File: config.mk
export PLATFORM = sky130hd
export DESIGN_NAME = conv_mem_fsm
export DESIGN_NICKNAME = d
export VERILOG_FILES = /design/src/rtl/conv_mem_fsm.sv
export SDC_FILE = /design/constraint.sdc
export NUM_CORES = 1
export LEC_CHECK = 0
export CAP_MARGIN = 0
export CORE_MARGIN = 5
export CORE_UTILIZATION = 45
export DETAILED_ROUTE_END_ITERATION = 12
export PLACE_DENSITY_LB_ADDON = 0.08
export SETUP_SLACK_MARGIN = 0.1
export SLEW_MARGIN = 20
export SYNTH_ARGS = -nofsm -noshare
export SYNTH_HDL_FRONTEND = slang
export SYNTH_SLANG_ARGS = --single-unit
File: constraint.sdc
create_clock -name i_CLK -period 2.4 [get_ports i_CLK]
set_input_delay 0.48 -clock i_CLK [delete_from_list [all_inputs] [get_ports i_CLK]]
set_output_delay 0.48 -clock i_CLK [all_outputs]
set_load 0.05 [all_outputs]
File: src/rtl/conv_mem_fsm.sv
// Memory sequencer between the GPIO control block and the 3x3 convolution unit:
// loads pixels into three column banks, sweeps them into conv, then serves results.
module conv_mem_fsm #(
  parameter int ADDR_W  = 10,
  parameter int N_BANKS = 3,
  parameter int MIN_LEN = 3
) (
  input  logic               i_CLK,
  input  logic               i_rst,
  input  logic               i_load,
  input  logic               i_run,
  input  logic               i_valid,
  input  logic [ADDR_W-1:0]  i_imgLength,
  input  logic               i_res_valid,
  output logic [N_BANKS-1:0] o_we,
  output logic [ADDR_W-1:0]  o_waddr,
  output logic [ADDR_W-1:0]  o_raddr,
  output logic               o_conv_valid,
  output logic               o_out_we,
  output logic [ADDR_W-1:0]  o_out_waddr,
  output logic [ADDR_W-1:0]  o_out_raddr,
  output logic               o_data_valid,
  output logic               o_EOP,
  output logic               o_err,
  output logic [1:0]         dbg_state
);

  localparam int BANK_W = $clog2(N_BANKS + 1);

  typedef enum logic [1:0] {
    S_IDLE = 2'd0,
    S_LOAD = 2'd1,
    S_RUN  = 2'd2,
    S_OUT  = 2'd3
  } state_t;

  state_t state, state_next;

  logic [ADDR_W-1:0] len;
  logic [ADDR_W-1:0] row;
  logic [BANK_W-1:0] bank;
  logic [ADDR_W-1:0] rescnt;
  logic [ADDR_W-1:0] rdptr;
  logic              issue;
  logic              rd_pend;

  logic              start_load, start_run, err_set;
  logic              wr_fire, res_fire, rd_fire;
  logic              load_done;
  logic [ADDR_W-1:0] len_m1, len_m2, len_m3, rescnt_inc;

  assign load_done  = (bank == BANK_W'(N_BANKS));
  assign len_m1     = len - ADDR_W'(1);
  assign len_m2     = len - ADDR_W'(2);
  assign len_m3     = len - ADDR_W'(3);
  assign rescnt_inc = rescnt + ADDR_W'(1);
  assign dbg_state  = state;

  // i_valid / i_res_valid are single-cycle strobes with no back-pressure: a strobe
  // sampled on a rising edge is acted on at that edge, its effect visible next cycle.
  // A state transition takes priority over any strobe sampled in the same cycle.
  always_comb begin
    state_next = state;
    start_load = 1'b0;
    start_run  = 1'b0;
    err_set    = 1'b0;
    wr_fire    = 1'b0;
    res_fire   = 1'b0;
    rd_fire    = 1'b0;
    case (state)
      S_IDLE: begin
        if (i_load) begin
          if (i_imgLength >= ADDR_W'(MIN_LEN)) begin
            state_next = S_LOAD;
            start_load = 1'b1;
          end else begin
            err_set = 1'b1;
          end
        end
      end
      S_LOAD: begin
        if (i_run) begin
          if (load_done) begin
            state_next = S_RUN;
            start_run  = 1'b1;
          end else begin
            state_next = S_IDLE;
            err_set    = 1'b1;
          end
        end else if (i_valid) begin
          if (load_done) err_set = 1'b1;
          else           wr_fire = 1'b1;
        end
      end
      S_RUN: begin
        if (i_res_valid) begin
          res_fire = 1'b1;
          if (rescnt_inc == len_m2) state_next = S_OUT;
        end
      end
      S_OUT: begin
        if (i_load) begin
          state_next = S_LOAD;
          start_load = 1'b1;
        end else if (i_valid) begin
          rd_fire = 1'b1;
        end
      end
      default: state_next = S_IDLE;
    endcase
  end

  always_ff @(posedge i_CLK or negedge i_rst) begin
    if (!i_rst) state <= S_IDLE;
    else        state <= state_next;
  end

  always_ff @(posedge i_CLK or negedge i_rst) begin
    if (!i_rst) begin
      len          <= '0;
      row          <= '0;
      bank         <= '0;
      rescnt       <= '0;
      rdptr        <= '0;
      issue        <= 1'b0;
      rd_pend      <= 1'b0;
      o_we         <= '0;
      o_waddr      <= '0;
      o_raddr      <= '0;
      o_conv_valid <= 1'b0;
      o_out_we     <= 1'b0;
      o_out_waddr  <= '0;
      o_out_raddr  <= '0;
      o_data_valid <= 1'b0;
      o_EOP        <= 1'b0;
      o_err        <= 1'b0;
    end else begin
      o_we         <= '0;
      o_out_we     <= 1'b0;
      o_data_valid <= rd_pend;
      rd_pend      <= 1'b0;
      o_conv_valid <= issue;

      if (err_set) o_err <= 1'b1;

      if (wr_fire) begin
        o_we    <= N_BANKS'(1) << bank;
        o_waddr <= row;
        if (row == len_m1) begin
          row  <= '0;
          bank <= bank + BANK_W'(1);
        end else begin
          row <= row + ADDR_W'(1);
        end
      end

      // Read sweep: one address per cycle, conv_valid trails by the BRAM latency.
      if (start_run) begin
        o_raddr <= '0;
        issue   <= 1'b1;
      end else if (issue) begin
        if (o_raddr == len_m1) issue   <= 1'b0;
        else                   o_raddr <= o_raddr + ADDR_W'(1);
      end

      if (res_fire) begin
        o_out_we    <= 1'b1;
        o_out_waddr <= rescnt;
        rescnt      <= rescnt_inc;
        if (rescnt_inc == len_m2) o_EOP <= 1'b1;
      end

      // Output bank holds L-2 results, so the read pointer wraps after L-3.
      if (rd_fire) begin
        o_out_raddr <= rdptr;
        rdptr       <= (rdptr == len_m3) ? '0 : rdptr + ADDR_W'(1);
        rd_pend     <= 1'b1;
      end

      if (start_load) begin
        if (state == S_IDLE) len <= i_imgLength;
        row          <= '0;
        bank         <= '0;
        rescnt       <= '0;
        rdptr        <= '0;
        issue        <= 1'b0;
        rd_pend      <= 1'b0;
        o_we         <= '0;
        o_waddr      <= '0;
        o_raddr      <= '0;
        o_conv_valid <= 1'b0;
        o_out_we     <= 1'b0;
        o_out_waddr  <= '0;
        o_out_raddr  <= '0;
        o_data_valid <= 1'b0;
        o_EOP        <= 1'b0;
      end
    end
  end

endmodule
# After elaboration in Yosys (flattened, before gate mapping)

Index checks and enable logic that the tools add are counted.

Bits in registers: 94
Latch bits: 0
RAM bits: 0
Memory bits (read-only): 0
Bits of input ports: 16
Word-level logic and storage cells: 120
Memories: 0

Add/subtract/negate cells: 8
Multiply operators: 0
Div/mod/pow operators: 0
$lt $le $gt $ge: 1
Eq/ne operators: 15
Shift-type cells: 1
Multiplexer cells: 65
Bitwise gates (word level): 0
Reduce and logical (&&, ||, !) cells: 12

Operators with widths:

| kind                                                                                  | number |
|---|---|
| 10-bit two-way mux                                                                    | 18 |
| 10-bit by 1-bit adder with 10-bit output (second input constant)                      | 4 |
| 10-bit equality test                                                                  | 4 |
| 1-bit two-way mux                                                                     | 32 |
| 2-bit two-way mux                                                                     | 10 |
| 10-bit by 2-bit subtractor with 10-bit output (second input constant)                 | 2 |
| 2-bit inequality test (second input constant)                                         | 6 |
| 10-bit by 2-bit greater-or-equal comparator with 1-bit output (second input constant) | 1 |
| 2-bit nonzero test                                                                    | 5 |
| 10-bit by 1-bit subtractor with 10-bit output (second input constant)                 | 1 |
| 2-bit case mux with 4 select lines                                                    | 1 |
| 2-bit AND reduction                                                                   | 4 |
| 2-bit equality test (second input constant)                                           | 3 |
| 3-bit two-way mux                                                                     | 2 |
| 6-bit AND reduction                                                                   | 1 |
| 1-bit case mux with 2 select lines                                                    | 2 |
| 3-bit inequality test (second input constant)                                         | 1 |
| 3-bit nonzero test                                                                    | 1 |
| 1-bit by 2-bit left shift with 3-bit output (first input constant)                    | 1 |
| 2-bit by 1-bit adder with 2-bit output (second input constant)                        | 1 |
| 2-bit by 1-bit equality test with 1-bit output (second input constant)                | 1 |
| 2-bit zero test                                                                       | 1 |

# Longest topological paths before layout

Depth in word-level cells: 7
Gate-level depth with buffers: 11

# Worst setup path after synthesis

No wires, ideal clock.

Path type: register to register
From: reg state[1] (netlist: dbg_state[1])
To: reg o_out_we
Data arrival time: 2753 ps
Slack: -484 ps
Cell stages (with the launch flop): 9
Period minus slack after synthesis: 2884 ps
Cells stage by stage: dfrtp_1 -> inv_1 -> ha_1 -> nor3_1 -> clkbuf_1 -> clkbuf_1 -> clkbuf_1 -> clkbuf_1 -> nor2_1

Cells in the longest elaborated chain, start to end: 4
Elaborated cells on any way between the ends: 7
Those cells by class: 2 x eq/ne; 4 x mux; 1 x reduce/logical

RTL lines:

| element                  | line | text |
|---|---|---|
| start: declaration       | 37   | `state_t state, state_next;` |
| start signal: assignment | 115  | `else state <= state_next;` |
| 2-bit equality test      | 70   | `case (state)` |
| 1-bit two-way mux        | 70   |  |
| 1-bit two-way mux        | 166  | `if (res_fire) begin` |
| 1-bit two-way mux (*)    | 180  | `if (start_load) begin` |
| end signal: assignment   | 131  | `o_out_we <= 1'b0;` |
| end signal: assignment   | 167  | `o_out_we <= 1'b1;` |
| end signal: assignment   | 192  | `o_out_we <= 1'b0;` |
| end: declaration         | 19   | `output logic o_out_we,` |

Every way passes the cells marked *; elsewhere a longest branch is shown, timed or not.
A chain may end at the register's enable or synchronous reset.

# Worst setup path after layout

From: reg len[3]
To: reg row[5]

Cells in the longest elaborated chain, start to end: 5

RTL lines:

| element                                       | line | text |
|---|---|---|
| start: declaration                            | 39   | `logic [ADDR_W-1:0] len;` |
| start signal: assignment                      | 181  | `if (state == S_IDLE) len <= i_imgLength;` |
| 10-bit by 1-bit subtractor with 10-bit output | 53   | `assign len_m1 = len - ADDR_W'(1);` |
| 10-bit equality test                          | 149  | `if (row == len_m1) begin` |
| 10-bit two-way mux                            | 149  |  |
| 10-bit two-way mux                            | 146  | `if (wr_fire) begin` |
| 10-bit two-way mux                            | 180  |  |
| end signal: assignment                        | 153  | `row <= row + ADDR_W'(1);` |
| end: declaration                              | 40   | `logic [ADDR_W-1:0] row;` |

Every way passes these cells. The select of a mux whose other input is x is not followed.

==> impl_metrics.tcl <==
set metrics [dict create \
    status "complete, but fails checks" \
    violations "setup timing" \
    dieArea_mm2 0.0151 \
    clock_sinks 94 \
    rrSetupSlack_ps -90 \
    hp-class "in -> async" \
    seqPwrFrac 0.279 \
    die_y_um 123 \
    final_common_cell "nand2_1" \
    syn_inst 637 \
    synth_fa_ha_area_frac 0.0372 \
    setup_violations 15 \
    relSlewSlack 0.624 \
    critPathKind "reg -> reg" \
    area_delta_synth_final_pct 38.0 \
    r2r_cells 8 \
    critPathRequiredTime_ps 2630 \
    grtUsageTotal 0.216 \
    die_w_um 123 \
    post-route-util 0.629 \
    yosys.area_share.xor_xnor 0.122 \
    clock.fmax_mhz 401 \
    dp.cells 914 \
    clockPowerShare 0.176 \
    grt_pass1_wl_um 25700 \
    cts_buffers 9 \
    max_cap_violations 0 \
    cts_root_buf "clkbuf_16" \
    htreeDepth 3 \
    ios 66 \
    synth_mux_area_frac 0.0249 \
    ys_types 59 \
    antenna_found_initial 0 \
    clk_path_buf_depth 2 \
    clkTransAtPathRegs_ps 60 \
    syn_avg_cell_area_um2 8.98 \
    slew_viol_final 0 \
    grt_pass1_vias 5102 \
    wl_per_cell_um 16.3 \
    clock_latency_ps 340 \
    grt_max_degree 37 \
    crit_chain "or4_4 > nor4b_4 > xnor2_2 > xor2_2 > a31oi_4 > buf_6 > a32oi_2 > nand2_1" \
    synth_compound_area_frac 0.121 \
    ys_seq_area_frac 0.411 \
    power_density_mw_per_mm2 967 \
    drt-pass1-iter-count 5 \
    start_kind "flip-flop" \
    hpwl_um 11400 \
    end_kind "flip-flop" \
    place_congestion 0.851 \
    cts_hold_buffers 0 \
    synth_area_mm2 0.00572 \
    p_sw_frac 0.399 \
    synth-edff-count 0 \
    hold_violations 0 \
    yosys.area_share.simple 0.236 \
    wirelength_um 15400 \
    slowest_delay_ps 600 \
    fin_ws_ps -90.7 \
    diodes 0 \
    overflow 0 \
    fin_crit_sh 1.04 \
    pwr-share-comb 0.545 \
    core_area_mm2 0.0126 \
    num_vias 5033 \
    io_buffers 65 \
    drc 0 \
    internal_power_uw 4590 \
    rsz0062_at_grt "true" \
    critPathSlowestCell "or4_4" \
    layout_common_cells "108 x nand2_1, 89 x dfrtp_1, 79 x buf_4, 64 x clkdlybuf4s50_1, 41 x nor2_1" \
    cp_max_fo 6 \
    finalNetCount 800 \
    synth.area.top_cells "dfrtp_1 41%, nand2_1 7.2%, xnor2_1 5.7%, a21oi_1 4.0%, xnor3_1 3.9%" \
    stdcell_count 944 \
    tightest_slew_ps 563 \
    synth_top_family_by_area "simple AND/OR/NAND/NOR gates" \
    p_leak_uw 0.00344 \
    postRouteAntennaNets 0 \
    synth-seq-cells 94 \
    rows 41 \
    ir_worst_vdd_mv 0.421 \
    layout-drive-gt1-share 0.253 \
    postSynthNetCount 670 \
    cts_tree "yes" \
    cp.arrival_ps 2720 \
    start_util 0.455 \
    synthArstFlopShare 1.00 \
    fin_crit_ps 2490 \
    first_iter_violations 360 \
    synth.top_cell.area_share 0.411 \
    ys.flop_type "dfrtp_1" \
    synth-warning-count 0 \
    vias_per_cell 5.33 \
    synth_largest_area_cell "dfrtp_1" \
    power_switching_uw 3050 \
    finClkSkew_ps 6.07 \
]
==> synth_stat cells, types with 7 or more instances <==
cell,n
dfrtp_1,94
mux2_2,10
or3_1,7
buf_2,9
nor4_1,10
xor2_1,17
nor3_1,17
and3_1,12
ha_1,17
xnor3_1,10
nand3_1,26
nor2_1,45
inv_1,27
clkbuf_1,29
o21ai_1,7
nand4_1,12
o21ai_0,13
a21oi_1,46
xnor2_1,37
nand2_1,110
==> registers in the layout, summed over array words and instances, names as in the netlist <==
| signal | count |
|---|---|
| o_err | 1 |
| o_out_we | 1 |
| len | 10 |
| o_waddr | 10 |
| o_EOP | 1 |
| o_out_raddr | 10 |
| row | 10 |
| rdptr | 10 |
| o_we | 3 |
| o_conv_valid | 1 |
| dbg_state | 2 |
| bank | 2 |
| rescnt | 10 |
| o_out_waddr | 10 |
| issue | 1 |
| o_data_valid | 1 |
| rd_pend | 1 |
| o_raddr | 10 |
==> metrics by stage <==
step	total power [uW]	cell area (um2)	setup slack [ps]	setup TNS [ps]	hold slack [ps]
after floorplan	4580	5850	-90.1	-290	184
after global placement	5730	7160	-348	-14330	446
after detailed placement	5820	7160	-400	-16680	448
after CTS	7600	7820	-90.7	-356	78.1
after global routing	8060	7900	-176	-3340	96.4
final	7640	7900	-90.7	-494	75.0
==> kinds of logic (layout without fill, tap and decap cells) <==
family	after synthesis	count (layout)
AND/OR/NAND/NOR	274	274
AO/OA/AOI/OAI	107	107
flip-flops	94	94
buffers and inverters	68	203
XOR/XNOR	64	64
adder cells (fa/ha/maj)	17	17
multiplexers	13	13
==> final cells by class <==
| class | instances | area (um2) |
|---|---|---|
| inverters | 28 | 105 |
| multi-input cells | 475 | 3500 |
| clock buffers | 15 | 268 |
| repair buffers | 159 | 1450 |
| flip-flops and latches | 94 | 2360 |
| fillers | 1049 | 4670 |
| well taps | 172 | 215 |
| clock inverters | 1 | 5.00 |
==> final timing paths <==
kind	from	end
worst max-delay path	len[3]	row[5]
max in group asynchronous	i_rst	len[4]
worst min register to register	rd_pend	o_data_valid
worst min-delay path	i_rst	o_waddr[4]
worst max register to register	len[3]	row[5]
min in group i_CLK	rd_pend	o_data_valid
==> worst max-delay path: cells and delay by family, from the launching register on <==
family / cells / cell delay (ps)
XOR/XNOR: 2 / 490
buffers and inverters: 1 / 170
AO/OA/AOI/OAI: 2 / 360
flip-flops: 1 / 400
AND/OR/NAND/NOR: 3 / 950
==> metal layers <==
metal  track usage  share of wire  vias to the layer above  routed length, um
met1         0.304           0.47                     2447               7330
met3        0.0300          0.043                       20                665
met2         0.343           0.46                      122               7130
met4        0.0763          0.020                        0                303
met5             0              0                        -                  0
li1              -              -                     2444                  -
==> power groups by stage <==
stage / combinational [uW] / sequential [uW] / clock [uW]
floorplan: 2220 / 2360 / 0
global placement: 3590 / 2130 / 0
detailed placement: 3670 / 2150 / 0
CTS: 4110 / 2120 / 1370
global route: 4460 / 2170 / 1440
finish: 4170 / 2130 / 1340
==> repair_timing <==
action,CTS,global route
endpoints found under the hold margin,0,0
endpoints found under the setup margin,46,46
setup buffers,14,2
pin swaps,20,18
resized for setup,58,15
(Power assumes the default switching activity.)
